===== src/rtl/ddr_cmd_queue.sv =====
// rtl/ddr_cmd_queue.sv - request queue and one-at-a-time sequencer in front of ddr_controller
// Optional DDR_CMD_QUEUE_STATS_EN adds stat_o with saturating write/read/error counters.
module ddr_cmd_queue #(
  parameter int DEPTH   = 4,
  parameter int PTR_W   = 2,
  parameter int TIMEOUT = 1024
) (
  input  logic        clk,
  input  logic        rst,
  input  logic [3:0]  up_cmd,
  input  logic        up_cmd_vld,
  input  logic [23:0] up_addr,
  input  logic [31:0] up_data_in,
  output logic        up_full,
  output logic        up_overflow,
  output logic        up_rsp_vld,
  output logic [31:0] up_rsp_data,
  output logic        up_rsp_err,
  output logic [3:0]  user_cmd,
  output logic        user_cmd_vld,
  output logic [23:0] user_addr,
  output logic [31:0] user_data_in,
  input  logic [31:0] user_data_out,
  input  logic        user_data_out_vld,
  output logic        ddr_user_confirm,
  input  logic        ddr_busy,
  input  logic        ddr_ack,
  input  logic        ddr_ready
`ifdef DDR_CMD_QUEUE_STATS_EN
  ,
  output logic [31:0] stat_o
`endif
);

  localparam int               CNT_W    = (TIMEOUT > 1) ? $clog2(TIMEOUT) : 1;
  localparam logic [CNT_W-1:0] TMO_LAST = CNT_W'(TIMEOUT - 1);
  localparam logic [PTR_W:0]   FULL_CNT = (PTR_W + 1)'(DEPTH);
  localparam logic [3:0]       CMD_RD   = 4'd0;
  localparam logic [3:0]       CMD_WR   = 4'd1;

  typedef enum logic [2:0] {
    S_IDLE,
    S_ISSUE,
    S_WAIT,
    S_CONFIRM,
    S_RESP
  } state_t;

  state_t state, state_nxt;

  logic [59:0]      mem [DEPTH];
  logic [PTR_W-1:0] wr_ptr, rd_ptr;
  logic [PTR_W:0]   count, count_nxt;
  logic             push, pop, empty;
  logic [3:0]       head_cmd;
  logic [23:0]      head_addr;
  logic [31:0]      head_data;
  logic             head_legal;

  logic [3:0]       hold_cmd;
  logic [23:0]      hold_addr;
  logic [31:0]      hold_data;
  logic             hold_err;
  logic             hold_is_wr;
  logic [31:0]      rsp_data_q;
  logic [CNT_W-1:0] tmo_cnt;

  logic             issue_go, wait_done, wait_tmo;

  assign {head_cmd, head_addr, head_data} = mem[rd_ptr];
  assign head_legal = (head_cmd == CMD_RD) || (head_cmd == CMD_WR);
  assign hold_is_wr = (hold_cmd == CMD_WR);
  assign empty      = (count == '0);
  assign push       = up_cmd_vld && !up_full;

  always_ff @(posedge clk) begin
    if (push) begin
      mem[wr_ptr] <= {up_cmd, up_addr, up_data_in};
    end
  end

  always_comb begin
    count_nxt = count;
    case ({push, pop})
      2'b10:   count_nxt = count + 1'b1;
      2'b01:   count_nxt = count - 1'b1;
      default: count_nxt = count;
    endcase
  end

  always_ff @(posedge clk or negedge rst) begin
    if (!rst) begin
      wr_ptr      <= '0;
      rd_ptr      <= '0;
      count       <= '0;
      up_full     <= 1'b0;
      up_overflow <= 1'b0;
    end else begin
      if (push) wr_ptr <= wr_ptr + 1'b1;
      if (pop)  rd_ptr <= rd_ptr + 1'b1;
      count   <= count_nxt;
      up_full <= (count_nxt == FULL_CNT);
      if (up_cmd_vld && up_full) up_overflow <= 1'b1;
    end
  end

  always_ff @(posedge clk or negedge rst) begin
    if (!rst) state <= S_IDLE;
    else      state <= state_nxt;
  end

  always_comb begin
    state_nxt = state;
    case (state)
      S_IDLE:    if (pop) state_nxt = head_legal ? S_ISSUE : S_RESP;
      S_ISSUE:   if (issue_go) state_nxt = S_WAIT;
      S_WAIT: begin
        if (wait_done)     state_nxt = S_CONFIRM;
        else if (wait_tmo) state_nxt = S_RESP;
      end
      S_CONFIRM: state_nxt = S_RESP;
      S_RESP:    state_nxt = S_IDLE;
      default:   state_nxt = S_IDLE;
    endcase
  end

  // Nothing leaves the queue until the controller has initialised, so a
  // not-ready controller lets the full DEPTH entries back up.
  always_comb begin
    pop       = 1'b0;
    issue_go  = 1'b0;
    wait_done = 1'b0;
    wait_tmo  = 1'b0;
    case (state)
      S_IDLE:  pop      = !empty && ddr_ready;
      S_ISSUE: issue_go = ddr_ready && !ddr_busy;
      S_WAIT: begin
        wait_done = hold_is_wr ? ddr_ack : user_data_out_vld;
        wait_tmo  = !wait_done && (tmo_cnt == TMO_LAST);
      end
      default: ;
    endcase
  end

  // Strobes are registered on the edge that leaves their state.
  always_ff @(posedge clk or negedge rst) begin
    if (!rst) begin
      hold_cmd         <= '0;
      hold_addr        <= '0;
      hold_data        <= '0;
      hold_err         <= 1'b0;
      rsp_data_q       <= '0;
      tmo_cnt          <= '0;
      user_cmd         <= '0;
      user_addr        <= '0;
      user_data_in     <= '0;
      user_cmd_vld     <= 1'b0;
      ddr_user_confirm <= 1'b0;
      up_rsp_vld       <= 1'b0;
      up_rsp_data      <= '0;
      up_rsp_err       <= 1'b0;
    end else begin
      user_cmd_vld     <= issue_go;
      ddr_user_confirm <= (state == S_CONFIRM);
      up_rsp_vld       <= (state == S_RESP);
      up_rsp_data      <= (state == S_RESP) ? rsp_data_q : '0;
      up_rsp_err       <= (state == S_RESP) && hold_err;
      if (pop) begin
        hold_cmd   <= head_cmd;
        hold_addr  <= head_addr;
        hold_data  <= head_data;
        hold_err   <= !head_legal;
        rsp_data_q <= '0;
      end
      if (issue_go) begin
        user_cmd     <= hold_cmd;
        user_addr    <= hold_addr;
        user_data_in <= hold_data;
        tmo_cnt      <= '0;
      end
      if (state == S_WAIT) begin
        tmo_cnt <= tmo_cnt + 1'b1;
        if (wait_done && !hold_is_wr) rsp_data_q <= user_data_out;
        if (wait_tmo) hold_err <= 1'b1;
      end
    end
  end

`ifdef DDR_CMD_QUEUE_STATS_EN
  logic [11:0] stat_wr, stat_rd;
  logic [7:0]  stat_err;

  always_ff @(posedge clk or negedge rst) begin
    if (!rst) begin
      stat_wr  <= '0;
      stat_rd  <= '0;
      stat_err <= '0;
    end else if (state == S_RESP) begin
      if (hold_err) begin
        if (stat_err != '1) stat_err <= stat_err + 1'b1;
      end else if (hold_is_wr) begin
        if (stat_wr != '1) stat_wr <= stat_wr + 1'b1;
      end else begin
        if (stat_rd != '1) stat_rd <= stat_rd + 1'b1;
      end
    end
  end

  assign stat_o = {stat_err, stat_rd, stat_wr};
`endif

endmodule


===== config.mk =====
export PLATFORM = sky130hd
export DESIGN_NAME = ddr_cmd_queue
export DESIGN_NICKNAME = d
export VERILOG_FILES = /design/src/rtl/ddr_cmd_queue.sv
export SDC_FILE = /design/constraint.sdc
export NUM_CORES = 1
export LEC_CHECK = 0
export BUFFER_PORTS_ARGS = -buffer_cell sky130_fd_sc_hd__buf_2
export CORE_MARGIN = 4
export CORE_UTILIZATION = 62
export CTS_CLUSTER_DIAMETER = 150
export CTS_CLUSTER_SIZE = 24
export DETAILED_ROUTE_END_ITERATION = 12
export GPL_TIMING_DRIVEN = 0
export PLACE_DENSITY = 0.84
export SLEW_MARGIN = 20
export SYNTH_ARGS = -nofsm -noshare
export SYNTH_HDL_FRONTEND = slang
export SYNTH_SLANG_ARGS = --single-unit

===== constraint.sdc =====
create_clock -name clk -period 4.3 [get_ports clk]
set_input_delay 0.215 -clock clk [delete_from_list [all_inputs] [get_ports clk]]
set_output_delay 0.215 -clock clk [all_outputs]
set_load 0.03 [all_outputs]

; ---- Word-level counts from Yosys, hierarchy flattened
; Memories as Yosys holds them, arrays and structs flattened.
; Cells that the tools add are included.
; Widths: inputs -> output; s select.
[totals]
out_inout_bits = 98
memories = 1
input_bits = 99
ram_bits = 240
elab_cells = 81
reg_bits = 211
[memory_table]
columns = memory, depth, word_bits, read_ports, rd_clocked_by_memory_dff, wr, line_no
row1 = mem, 4, 60, 1, 0, 1, 51  ; logic [59:0] mem [DEPTH];
[classes]
reduce_logical = 19
addsub = 5
n_eq_ne = 13
muxes = 23
[ops]
columns = operator, count
row1 = $mux 32, 4
row2 = $mux 10, 2
row3 = $mux 3, 5
row4 = $pmux 3 s4, 1
row5 = $add 10x1->10 const B, 1
row6 = $eq 10x10->1 const B, 1
row7 = $mux 1, 10
row8 = $eq 4x1->1 const B, 2
row9 = $logic_and 1x1->1, 7
row10 = $eq 3x2->1 const B, 2
row11 = $eq 3x3->1 const B, 2
row12 = $logic_not 1->1, 6
row13 = $logic_not 3->1, 2
row14 = $pmux 3 s2, 1
row15 = $add 2x1->2 const B, 2
row16 = $logic_not 4->1, 1
row17 = $ne 2x2->1 const B, 2
row18 = $add 3x1->3 const B, 1
row19 = $eq 3x1->1 const B, 1
row20 = $ne 3x3->1 const B, 1
row21 = $reduce_and 3->1, 1
row22 = $sub 3x1->3 const B, 1
row23 = $eq 2x1->1 const B, 1
row24 = $eq 2x2->1 const B, 1
row25 = other kinds (2), 2

; ---- Logic depth before layout (Yosys ltp)
; Gate-level depths: netlist of the first run.
[depth]
depth_word = 8
ltp_mapped = 10
depth_no_buf = 8

; ---- Worst setup path after synthesis of the first run
; Ideal clock, no wire load.
[synth_path]
kind = flip-flop to flip-flop
start = reg up_full
end = mem mem[0][0] (enable)
required_ns = 3.876
t_arrival_ns = 2.305
stages_incl_launch_ff = 4
setup_slack_ns = 1.571
setup_ns = 0.424
period_less_slack_ns = 2.729
n_path_buf = 1
cell_sequence = dfrtp_1 -> nor2b_1 -> clkbuf_1 -> and2_1
[synth_between]
elab_chain_len = 4
[synth_rtl]
columns = element, line_no
row1 = from (decl), 14  ; output logic up_full,
row2 = from (signal assigned), 102  ; up_full <= (count_nxt == FULL_CNT);
row3 = $logic_not 1->1, 74  ; assign push = up_cmd_vld && !up_full;
row4 = $logic_and 1x1->1, 74
row5 = $mux 1, 77  ; if (push) begin
row6 = $mux 1 (not written as such), 78  ; mem[wr_ptr] <= {up_cmd, up_addr, up_data_in};
row7 = to (decl), 51
; Every way passes these cells.

; ---- Worst setup path in the final report of the first run
[layout_path]
start = reg count[0]
end = reg up_full
[layout_between]
elab_chain_len = 7
word_cells_on_any_way = 10
classes_between = 2 x add/sub / 3 x eq/ne / 2 x mux / 3 x reduce/logical
[layout_rtl]
columns = element, line_no
row1 = from (decl), 53  ; logic [PTR_W:0] count, count_nxt;
row2 = from (signal assigned), 101  ; count <= count_nxt;
row3 = $logic_not 3->1 *, 73  ; assign empty = (count == '0);
row4 = $logic_not 1->1 *, 135  ; S_IDLE: pop = !empty && ddr_ready;
row5 = $logic_and 1x1->1 *, 135
row6 = $mux 1 *, 134  ; case (state)
row7 = net pop, 54  ; logic push, pop, empty;
row8 = $eq 2x1->1 or $eq 2x2->1 (tied branches), 84  ; case ({push, pop})
row9 = $pmux 3 s2 *, 84
row10 = net count_nxt[2], 53
row11 = $eq 3x3->1 *, 102
; The timed path passes the listed nets; every way through them passes the cells marked *.
; A chain may end at the register's enable or synchronous reset.

==> results of run 1 <==
-- synth_stat cells, drive strengths merged (2+ instances only) --
cell    number
xor2         2
clkbuf      12
o21ai       10
nor4         3
buf         28
mux2       122
nor3         4
and2        37
a21oi        2
mux2i        4
a22o        32
nor3b        5
nand2b       2
ha           6
a221oi       2
nand4        2
o31ai        2
a21o         2
dfrtp      211
nor2b        2
a31oi        2
nand3        7
nand2       17
inv          4
edfxtp     240
xnor2        4
mux4        60
nor2         5
-- sequential cells by signal (all words and copies together), names as in the netlist, 2 cells and up --
signal and flops:
count 3, hold_addr 24, hold_cmd 4, hold_data 32, mem 240, rd_ptr 2, rsp_data_q 32, state 3
tmo_cnt 10, up_rsp_data 32, user_addr 24, user_cmd 4, user_data_in 32, wr_ptr 2
-- per-stage QoR --
step | util (%) | instances | setup WS [ps]
2_1_floorplan | - | 838 | 1570
3_3_place_gp | 68.7 | 1369 | -575
3_5_place_dp | 69.2 | 1375 | 1440
4_1_cts | 75.3 | 1507 | 1400
5_1_grt | 75.3 | 1508 | 1220
6_report | 75.3 | 1508 | 1430
-- kinds of logic (layout without fill, tap and decap cells) --
family / after synthesis / after routing
buf+inv: 44 / 378
compound gates: 56 / 56
flops: 451 / 451
other cells: 0 / 1
fa+ha+maj: 7 / 7
simple gates: 88 / 88
mux: 186 / 186
xor+xnor: 6 / 6
-- tightest hold or removal path, cell delays in order --
cell      delay (ps)
buf_2            100
nand2b_1          80
nand2_1           90
o21ai_1           60
-- layout make-up --
type,count,area [um2],area share (%)
antenna,1,2.50,0.0127
inverter,4,15.0,0.0761
buffer,40,199,1.01
clock inverter,1,6.26,0.0317
timing repair buffer,296,2070,10.5
clock buffer,37,628,3.18
multi-input combinational,343,3900,19.8
sequential,451,12500,63.3
tap,335,419,2.13
-- path summary, 6_finish.rpt --
check	slack, ps	to	from
setup reg to reg	1430	up_full$_DFF_PN0_	count[0]$_DFF_PN0_
hold reg to reg	460	up_overflow$_DFFE_PN0P_	up_overflow$_DFFE_PN0P_
min in group asynchronous	170	hold_data[7]$_DFFE_PN0P_	rst
hold / removal	40	state[0]$_DFFE_PN0P_	ddr_ready
setup / recovery	1430	up_full$_DFF_PN0_	count[0]$_DFF_PN0_
max in group asynchronous	3340	hold_addr[10]$_DFFE_PN0P_	rst
-- routing by layer --
| metal | track usage (%) | up-vias | part of all wire [%] |
|---|---|---|---|
| met3 | 3.59 | 44 | 5.4 |
| met5 | 0 | - | 0 |
| met1 | 30.5 | 4462 | 41 |
| met2 | 39.2 | 248 | 52 |
| met4 | 4.55 | 0 | 1.9 |
| li1 | - | 3848 | - |
-- power breakdown --
part	switching [mW]	total [mW]	internal, mW
registers	0.540	6.34	5.80
logic	2.26	4.14	1.88
clock network	1.24	2.25	1.01
total	4.05	12.7	8.68
==> impl_metrics.csv, run 1 <==
group,metric,value,unit
logic_synthesis,synth_fa_ha_area_share,0.573,%
timing,slew_headroom,46.9,%
logic_synthesis,synth_seq_cells,451,
finish,layout_commonest_cell,"edfxtp_1",
timing,whs,43.7,ps
critical_path,crit_type,"register to register",
clocking,cts_tree,"yes",
logic_synthesis,synth.top_cell.area_share,43.4,%
clocking,ctsResizeCount,0,
routing,vias,8602,
finish,fin_nets,1264,
routing,drt_wl_total,32500,um
routing,wire_per_inst,21.5,um
floorplan,design.die.area,29400,um2
timing,hold_viol_final,0,
hold_path,hold_class,"input port to register",
hold_path,min_path_cells,4,
critical_path,crit_arrival,3310,ps
critical_path,crit_slowest_cell,"dfrtp_1",
timing,setup_tns,0,ps
timing,min_period,2870,ps
floorplan,io_pins,197,
global_route,grt_max_degree,98,
logic_synthesis,ys.flop_type,"edfxtp_1",
clocking,cts-root-buf,"clkbuf_16",
clocking,htree_levels,1,
critical_path,critPathBufInv,2,
routing,drtPass1Iterations,5,
logic_synthesis,synth_top_family_by_area,"multiplexers",
clocking,clkLatencyLatePin,530,ps
global_route,antenna_found_initial,1,
logic_synthesis,synthesis.nets,944,
logic_synthesis,avgSynthCellArea,19.8,um2
finish,layout-drive-gt1-share,35.8,%
global_route,grt_pass1_wl,51100,um
global_route,overflow,0,
timing,period_share,66.7,%
logic_synthesis,synth_area_leaders,"edfxtp_1 43%, dfrtp_1 32%, mux4_2 8.1%",
finish,finalInstanceArea,19700,um2
pwr,ir_worst_vdd,0.408,mV
finish,area_delta_synth_final,18.9,%
floorplan,fp.dieW,172,um
routing,drtAntennaViolNets,0,
finish,fillers,1487,
critical_path,crit_cells,10,
routing,drcViolationCount,0,
critical_path,crit_path_start_kind,"register",
clocking,clkSinkCount,451,
placement,post-dp-hpwl,20500,um
placement,placed_cell_area,18100,um2
floorplan,start_util,63.3,%
logic_synthesis,synthDistinctLibCells,46,
critical_path,cpMostUsedCell,"buf_2",
timing,worst_pin_slew,794,ps
status,outcome,"finished clean",
timing,clock_skew,14.0,ps
logic_synthesis,synth_compound_area_share,2.66,%
finish,final_cell_mix,"240 x edfxtp_1, 219 x buf_2, 211 x dfrtp_1",
critical_path,crit_chain,"o31ai_1 -> nor4_1 -> buf_2 -> buf_2 -> ha_1 -> fa_1 -> xnor2_1 -> nor2_1 -> xor2_1 -> nor3b_1",
pwr,power.leakage,8.11,nW
clocking,hold_buffers,94,
timing,setup_violations,0,
timing,drv_slew,0,
timing,rsz0062_at_grt,"no",
clocking,numCtsBuffers,22,
logic_synthesis,postSynthCellCount,838,
floorplan,coreArea,26200,um2
clocking,clockBufferDepth,3,
logic_synthesis,synth_edf_count,240,
logic_synthesis,synth_warnings,0,
critical_path,cp.required,4740,ps
placement,port_buffers,196,
logic_synthesis,synth_area_leader_cell,"edfxtp_1",
placement,gp_congestion,0.790,
floorplan,die_h,172,um
clocking,cts_setup_buffers,0,
run,drv_cap,0,
logic_synthesis,synth_xor_area_share,0.317,%
logic_synthesis,syn_area,16600,um2
pwr,total_power,12.7,mW
critical_path,cp_slowest_stage_delay,430,ps
routing,dr.first_iter.drc_count,572,
logic_synthesis,muxShareOfSynthArea,16.7,%
logic_synthesis,ys_seq_area_share,75.3,%
logic_synthesis,synthSimpleGateAreaFrac,3.23,%
clocking,cts.reportedPaths.clkPinSlew,100,ps
global_route,grt_pass1_vias,9191,
global_route,grt_use_total,22.4,%
routing,vias_per_cell,5.70,
floorplan,core.rowCount,59,
critical_path,critPathMaxFanout,10,
timing,fmax,348,MHz
critical_path,crit_family,"adder cells",
critical_path,end_kind,"register",
logic_synthesis,async_flop_share,46.8,%
pwr,powerDensity,645,nW/um2
critical_path,rr_worst_depth,10,
Power figures use the tool's default switching activity.
==> run 2: changes to the inputs <==
--- a/config.mk
+++ b/config.mk
@@ -5,14 +5,15 @@
 export SDC_FILE = /design/constraint.sdc
 export NUM_CORES = 1
 export LEC_CHECK = 0
+export ABC_AREA = 1
 export BUFFER_PORTS_ARGS = -buffer_cell sky130_fd_sc_hd__buf_2
 export CORE_MARGIN = 4
-export CORE_UTILIZATION = 62
+export CORE_UTILIZATION = 58
 export CTS_CLUSTER_DIAMETER = 150
 export CTS_CLUSTER_SIZE = 24
 export DETAILED_ROUTE_END_ITERATION = 12
 export GPL_TIMING_DRIVEN = 0
-export PLACE_DENSITY = 0.84
+export PLACE_DENSITY = 0.79
 export SLEW_MARGIN = 20
 export SYNTH_ARGS = -nofsm -noshare
 export SYNTH_HDL_FRONTEND = slang
==> constraint.sdc (replaced) <==
create_clock -name clk -period 2.9 [get_ports clk]
set_input_delay 0.145 -clock clk [delete_from_list [all_inputs] [get_ports clk]]
set_output_delay 0.145 -clock clk [all_outputs]
set_load 0.03 [all_outputs]
==> run 2 against run 1 <==
- clock skew is 2.8 ps higher
- clock power is 51% higher
- hold slack better by 30 ps
- power up 57%
- critical path type unchanged
- largest power group unchanged
- highest routed layer is now met5
==> impl_metrics.csv, run 2 <==
group,metric,value,unit
pwr,power.leakage,8.71,nW
critical_path,r2r-start,"state[1]$_DFFE_PN0P_",
finish,largest_reg_flops,240,
floorplan,fp.dieW,180,um
timing,fmax,365,MHz
logic_synthesis,synth.top_cell.area_share,42.0,%
critical_path,end_kind,"register",
routing,wire_per_inst,18.1,um
floorplan,die_h,180,um
finish,area_delta_synth_final,19.7,%
timing,min_period,2740,ps
placement,placed_cell_area,19000,um2
timing,worst_pin_slew,784,ps
timing,hold_viol_final,0,
critical_path,startpoint,"state[1]$_DFFE_PN0P_",
logic_synthesis,avgSynthCellArea,12.0,um2
global_route,grt_pass1_wl,62400,um
logic_synthesis,synth_area_leader_cell,"edfxtp_1",
clocking,cts_setup_buffers,0,
timing,drv_slew,0,
hold_path,min_from,"ddr_ready",
global_route,overflow,0,
timing,setup_violations,0,
floorplan,design.die.area,32400,um2
logic_synthesis,synth_warnings,0,
timing,period_share,94.6,%
clocking,clkSinkCount,451,
routing,drt_wl_total,39000,um
placement,port_buffers,196,
hold_path,hold_class,"input port to register",
critical_path,cp_slowest_stage_delay,450,ps
global_route,grt_max_degree,83,
logic_synthesis,synth_seq_cells,451,
global_route,grt_pass1_vias,11922,
logic_synthesis,ys_top_cells_by_count,"240 x edfxtp_1, 212 x o21ai_0, 211 x dfrtp_1",
finish,largest-register,"mem",
clocking,cts.reportedPaths.clkPinSlew,100,ps
global_route,antenna_found_initial,5,
routing,vias,11747,
clocking,cts-root-buf,"clkbuf_16",
logic_synthesis,yosys.cell_count.top_type,"edfxtp_1",
finish,layout_commonest_cell,"edfxtp_1",
critical_path,crit_arrival,3200,ps
placement,dp.cells,2027,
clocking,clkLatencyLatePin,550,ps
critical_path,crit_path_start_kind,"register",
floorplan,core.rowCount,62,
logic_synthesis,synthDistinctLibCells,37,
finish,final_cell_mix,"240 x edfxtp_1, 220 x buf_2, 212 x o21ai_0",
critical_path,cp.required,3360,ps
logic_synthesis,syn_area,17200,um2
finish,finalInstanceArea,20500,um2
clocking,htree_levels,1,
routing,dr.first_iter.drc_count,1148,
placement,gp_congestion,0.806,
logic_synthesis,synth_edf_count,240,
pwr,ir_worst_vdd,0.646,mV
logic_synthesis,async_flop_share,46.8,%
critical_path,crit_type,"register to register",
logic_synthesis,synth_area_leaders,"edfxtp_1 42%, dfrtp_1 31%, o21ai_0 6.2%",
critical_path,cpMostUsedCell,"buf_6",
timing,slew_headroom,47.6,%
routing,drtAntennaViolNets,0,
critical_path,critPathMaxFanout,10,
global_route,grt_use_total,23.6,%
logic_synthesis,postSynthCellCount,1435,
run,drv_cap,0,
pwr,total_power,20.0,mW
clocking,clockBufferDepth,3,
status,outcome,"finished clean",
clocking,numCtsBuffers,22,
critical_path,crit_slowest_cell,"dfrtp_1",
floorplan,io_pins,197,
routing,vias_per_cell,5.43,
placement,post-dp-hpwl,25700,um
routing,drtPass1Iterations,5,
critical_path,crit_chain,"nor2_4 -> nand2_2 -> nor2_2 -> buf_6 -> buf_6 -> buf_6 -> ha_1 -> fa_1 -> mux2_2 -> nor3b_1",
logic_synthesis,ys.flop_type,"edfxtp_1",
clocking,cts_tree,"yes",
pwr,powerDensity,973,nW/um2
floorplan,coreArea,28900,um2
logic_synthesis,synthesis.nets,1541,
logic_synthesis,ys_seq_area_share,72.7,%
finish,layout-drive-gt1-share,17.6,%
floorplan,start_util,59.3,%
finish,fin_nets,1868,
timing,clock_skew,16.7,ps
routing,drcViolationCount,0,
timing,rsz0062_at_grt,"no",
finish,fin_cells,2163,
-- run 2: cell count changes after synthesis, moves of 59 or more --
| cell | delta |
|---|---|
| inv_1 | +141 |
| mux2_2 | -96 |
| mux4_2 | -60 |
| nand2_1 | +146 |
| nor2_1 | +160 |
| o21ai_0 | +203 |
| o21ai_1 | +59 |
-- run 2: cell type report --
type                       count  area, um2
tap                          384        480
buffer                        77        468
multi-input combinational    758       3680
antenna                        3       7.51
sequential                   451      12500
clock inverter                 1       6.26
timing repair buffer         303       2230
fill                        1887       8390
inverter                     149        562
clock buffer                  37        628
-- run 2: final timing paths --
check	endpoint	slack, ps	cells past startpoint
setup / recovery	up_full$_DFF_PN0_	160	10
hold / removal	user_cmd_vld$_DFF_PN0_	70	5
setup reg to reg	up_full$_DFF_PN0_	160	10
hold reg to reg	up_overflow$_DFFE_PN0P_	470	1
max in group asynchronous	user_data_in[2]$_DFFE_PN0P_	1660	4
min in group asynchronous	user_addr[0]$_DFFE_PN0P_	110	2
-- run 2: stage by stage --
step	util [%]	hold WS [ps]	setup WS [ps]	TNS [ps]
after detailed placement	65.5	92.8	149	0
after CTS	71.0	63.3	116	0
after floorplan	-	-151	-841	-201810
final	71.0	73.7	157	0
after global placement	64.4	355	-2630	-1003320
after global routing	71.0	88.5	31.6	0
-- run 2: cells by family (layout without fill, tap and decap cells) --
group / after synthesis / after routing / synth area share, %
XOR/XNOR: 7 / 7 / 0.357
other: 0 / 3 / 0
flip-flops: 451 / 451 / 72.7
AO/OA/AOI/OAI: 340 / 340 / 10.5
AND/OR/NAND/NOR: 403 / 403 / 9.85
buffers and inverters: 226 / 567 / 5.98
multiplexers: 1 / 1 / 0.0656
adder cells (fa/ha/maj): 7 / 7 / 0.554
-- run 2: per-layer routing --
metal  up-vias  global-route usage [%]  wire, um
li1       5499                       -         -
met1      5731                    31.8     15800
met2       452                    41.4     19700
met3        61                    3.84      2770
met4         4                    4.90       683
met5         -                       0        21
-- run 2: critical path, delay by kind of cell (launching register included) --
| kind | cells | cell delay [ps] |
|---|---|---|
| and+or+nand+nor | 4 | 700 |
| adders and majority gates | 2 | 650 |
| DFF | 1 | 450 |
| buffers and inverters | 3 | 570 |
| muxes | 1 | 280 |
-- run 2: timing repair --
item	CTS	global route
endpoints found under the setup margin	0	1
resized for setup	0	1
hold buffers	95	0
hold endpoints to repair	403	0
-- run 2: power by group --
group / total [mW] / internal (mW) / leakage [nW] / switching, mW
Clock: 3.39 / 1.49 / 0.304 / 1.89
Combinational: 7.36 / 2.37 / 3.47 / 4.99
Sequential: 9.25 / 8.55 / 4.93 / 0.695
Total: 20.0 / 12.4 / 8.71 / 7.58
